--- config.mk ---
export PLATFORM = sky130hd
export DESIGN_NAME = bus_arbiter_wrr
export DESIGN_NICKNAME = d
export VERILOG_FILES = /design/src/rtl/bus_arbiter_wrr.sv
export SDC_FILE = /design/constraint.sdc
export NUM_CORES = 1
export LEC_CHECK = 0
export ABC_AREA = 1
export CAP_MARGIN = 25
export CORE_MARGIN = 1.5
export CORE_UTILIZATION = 40
export DETAILED_ROUTE_END_ITERATION = 10
export PLACE_DENSITY = 0.67
export SLEW_MARGIN = 20
export SYNTH_ARGS = -nofsm -noshare
export SYNTH_HDL_FRONTEND = slang
export SYNTH_SLANG_ARGS = --single-unit
--- constraint.sdc ---
create_clock -name clk -period 4.6 [get_ports clk]
set_input_delay 0.92 -clock clk [delete_from_list [all_inputs] [get_ports clk]]
set_output_delay 0.92 -clock clk [all_outputs]
set_load 0.01 [all_outputs]
--- src/rtl/bus_arbiter_wrr.sv ---
// Weighted round-robin bus arbiter with active-low request/lock/grant and per-master enable.
// Latency: one cycle from request to grant; handover is a registered one-cycle pulse per owner change.
// Backpressure: none; an unlocked owner is preempted after MAX_HOLD consecutive requesting cycles.
module bus_arbiter_wrr #(
    parameter int NUM_MASTERS = 4,
    parameter int MAX_HOLD    = 16,
    localparam int OWNER_W    = (NUM_MASTERS > 1) ? $clog2(NUM_MASTERS) : 1,
    localparam int CNT_W      = (MAX_HOLD > 0) ? $clog2(MAX_HOLD + 1) : 1
) (
    input  logic                   clk,
    input  logic                   reset,
    input  logic [NUM_MASTERS-1:0] req_,
    input  logic [NUM_MASTERS-1:0] lock_,
    input  logic [NUM_MASTERS-1:0] en,
    output logic [NUM_MASTERS-1:0] grnt_,
    output logic [OWNER_W-1:0]     owner,
    output logic                   handover
);

    // Last hold-counter value of a window; unused when holding is unlimited.
    localparam logic [CNT_W-1:0] HC_LAST = (MAX_HOLD == 0) ? '0 : CNT_W'(MAX_HOLD - 1);

    logic [NUM_MASTERS-1:0] r;
    logic [NUM_MASTERS-1:0] l;
    logic [CNT_W-1:0]       hc;
    logic                   expired;
    logic [OWNER_W-1:0]     nxt_owner;
    logic [CNT_W-1:0]       nxt_hc;
    logic                   nxt_handover;
    logic                   found;
    logic [OWNER_W-1:0]     cand;
    logic [OWNER_W-1:0]     hit;

    // A disabled master's request and lock are invisible to arbitration.
    assign r = en & ~req_;
    assign l = en & ~lock_;

    // Window ends on the last counted cycle unless the owner is holding its lock.
    assign expired = (MAX_HOLD != 0) && (hc == HC_LAST) && !l[owner];

    // Grant follows the owner register directly, also while parked.
    always_comb begin
        grnt_        = '1;
        grnt_[owner] = 1'b0;
    end

    // Round-robin search starting just after the current owner, owner excluded.
    always_comb begin
        found = 1'b0;
        hit   = owner;
        cand  = owner;
        for (int k = 1; k < NUM_MASTERS; k++) begin
            cand = OWNER_W'((int'(owner) + k) % NUM_MASTERS);
            if (!found && r[cand]) begin
                found = 1'b1;
                hit   = cand;
            end
        end
    end

    // Next-state decision: keep and count, rotate, restart window, or park.
    always_comb begin
        nxt_owner    = owner;
        nxt_hc       = '0;
        nxt_handover = 1'b0;
        if (r[owner] && !expired) begin
            if (l[owner] || MAX_HOLD == 0 || hc == HC_LAST) begin
                nxt_hc = hc;
            end else begin
                nxt_hc = hc + 1'b1;
            end
        end else if (found) begin
            nxt_owner    = hit;
            nxt_handover = 1'b1;
        end
    end

    // Arbitration state; reset discards any hold window or lock in progress.
    always_ff @(posedge clk) begin
        if (reset) begin
            owner    <= '0;
            hc       <= '0;
            handover <= 1'b0;
        end else begin
            owner    <= nxt_owner;
            hc       <= nxt_hc;
            handover <= nxt_handover;
        end
    end

endmodule

==> flow_summary.toml <==
[drt]
routed_wl_mm = 1.60
drtAntennaViolNets = 0
wl_per_cell_microns = 10.2
via_per_inst = 4.69
drtIter0Drc = 3
drc = 0
first_pass_iters = 4
via_count = 732

[min_path]
hold_class = "reg2reg"

[yosys]
yosys.area.top_type_share = 0.201
ys_top_cells_by_area = "dfxtp_1 20%, nand3_1 11%, ha_1 9.4%, inv_1 9.4%, nand2_1 8.5%"
synth_fp_nets = 129
synthAdderAreaFrac = 0.0942
syn_area_sq_um = 797
synthSimpleGateAreaFrac = 0.524
synth_compound_area_frac = 0.0581
async_flop_share = 0
synthDistinctLibCells = 22
synth.top_cells.by_count = "20 x inv_1, 18 x nand2_1, 18 x nand3_1"
yosysTopAreaCell = "dfxtp_1"
ys.flop_type = "dfxtp_1"
synth_top_family_by_area = "simple AND/OR/NAND/NOR gates"
netlist_instances = 109
muxShareOfSynthArea = 0
yosysMostFrequentCell = "inv_1"
synth-edff-count = 0
synth.avg_cell_area_sq_um = 7.31
yosys.area_share.xor_xnor = 0
ys_ff_latch = 8
synth_warnings = 0
yosysSeqAreaShare = 0.201

[power]
power_density_nw_per_um2 = 500
peakVddDrop_mv = 0.329
power_frac_seq = 0.207
pwr-share-comb = 0.686
total_power_mw = 0.519
clockPowerShare = 0.107
netSwitchingFraction = 0.489
p_leak_nw = 0.463
p_int_mw = 0.266
power_switching_mw = 0.254

[timing]
slew_headroom = 0.661
period_needed_ps = 2690
setup_viol = 0
worstMarginPinSlew_ps = 508
hold_viol = 0
fin_crit_sh = 0.586
rsz0062_at_grt = "false"
fin_tns_setup_ps = 0
finClkSkew_ps = 5.62
slew_violations = 0
max_freq_mhz = 371
worst_slack_ps = 1910

[worst_setup_path]
crit_type = "reg2out"
slowest_stage = "dfxtp_1"
cp.required_ps = 3680
crit_path_max_fanout = 11
cp-start-kind = "flip-flop"
max_stage_delay_ps = 640
endpoint_kind = "output port"
path_cells = "inv_8 > ha_1 > inv_1 > clkdlybuf4s50_1"
arrival_ps = 1770

[floorplanning]
core_area_sq_um = 1800
chipWidth_microns = 47.6
rows = 15
start_util = 0.442
die_area_sq_um = 2270
die_h_microns = 47.6
io_pins = 21

[global_routing]
grt_use_total = 0.181
grt_pass1_vias = 679
antenna_found_initial = 0
overflow = 0
grt_pass1_wl_mm = 2.81
grt_start_max_net_pins = 12

[clock_tree]
cts.sinks = 8
clk_latency_ps = 260
postCtsHoldBufs = 0
path_clk_slew_ps = 50
ctsResizeCount = 0
htree_levels = 1
cts_setup_buffers = 0
clk_path_buf_depth = 2
cts_root_buf = "clkbuf_4"
cts_tree = "done"
cts_inserted_buffers = 3

[place]
gp_congestion = 0.791
pre_cts_ws_ps = 2180
hpwl_mm = 1.38
place.port_buffers = 20

[run]
max_cap_violations = 0

[layout]
diodes = 0
drive_above_1_share = 0.206
final_nets = 153
utilization = 0.577
syn2layout_area_growth_pct = 30.5

[run_status]
status = "finished clean"
==> routing by layer <==
layer  GRT usage  share of wire  up-vias
li1            -              -      400
met4      0.0973          0.033        0
met3      0.0566          0.026        4
met5           0              0        -
met1       0.234           0.47      319
met2       0.268           0.47        9
==> cell families (layout without fill, tap and decap cells) <==
logic type	Yosys count	count (layout)
and+or+nand+nor	66	66
buffers and inverters	22	44
DFF	8	8
AOI/OAI and AO/OA	7	7
adders and majority gates	6	6
==> power by group through the flow <==
stage / sequential, mW / combinational (mW) / clock (mW)
detailed placement: 0.109 / 0.363 / 0
global placement: 0.108 / 0.355 / 0
floorplan: 0.102 / 0.275 / 0
finish: 0.108 / 0.356 / 0.0553
CTS: 0.108 / 0.364 / 0.0583
global route: 0.111 / 0.404 / 0.0621
==> cell usage in the layout, fill, tap and decap left out <==
cell type	count
or2_1	2
nor2_2	1
nand4_1	2
inv_8	1
ha_1	6
nor3b_2	1
nand2_2	5
nor2_1	4
dfxtp_1	8
nand3_2	6
nand3_1	18
nand2_1	18
a21oi_2	3
nand3_4	2
a21oi_1	2
clkbuf_4	3
nor3_1	2
o21ai_1	1
o21ai_0	1
clkdlybuf4s50_1	20
inv_1	20
nand2_4	4
nand3b_4	1
==> state kept, by name, indices dropped and copies added, names as in the netlist <==
register	flops
owner	2
handover	1
hc	5
==> final timing paths <==
check	from	to	slack (ps)	depth (start not counted)
max	owner[0]	grnt_[0]	1910	4
min	hc[4]	hc[4]	470	2
max reg2reg	owner[0]	owner[1]	2710	10
min reg2reg	hc[4]	hc[4]	470	2
==> through the flow <==
stage               instance area, sq um  instances  hold slack [ps]
finish                              1040        156              474
global route                        1040        156              508
CTS                                 1040        156              481
detailed placement                  1020        153              474
global placement                    1020        153              460
floorplan                            797        109              448
==> worst max-delay path: cells and delay by family, from the launching register on <==
family | cells | cell delay, ps
buf+inv | 3 | 660
flops | 1 | 640
fa+ha+maj | 1 | 210
==> final cells by class <==
cell class | count | area, sq um
repair buffers | 20 | 200
clock buffers | 3 | 22.5
inverters | 21 | 86.3
fillers | 185 | 762
multi-input cells | 79 | 539
flip-flops and latches | 8 | 160
well taps | 25 | 31.3
Note: power is estimated with default switching activity, not from simulation.
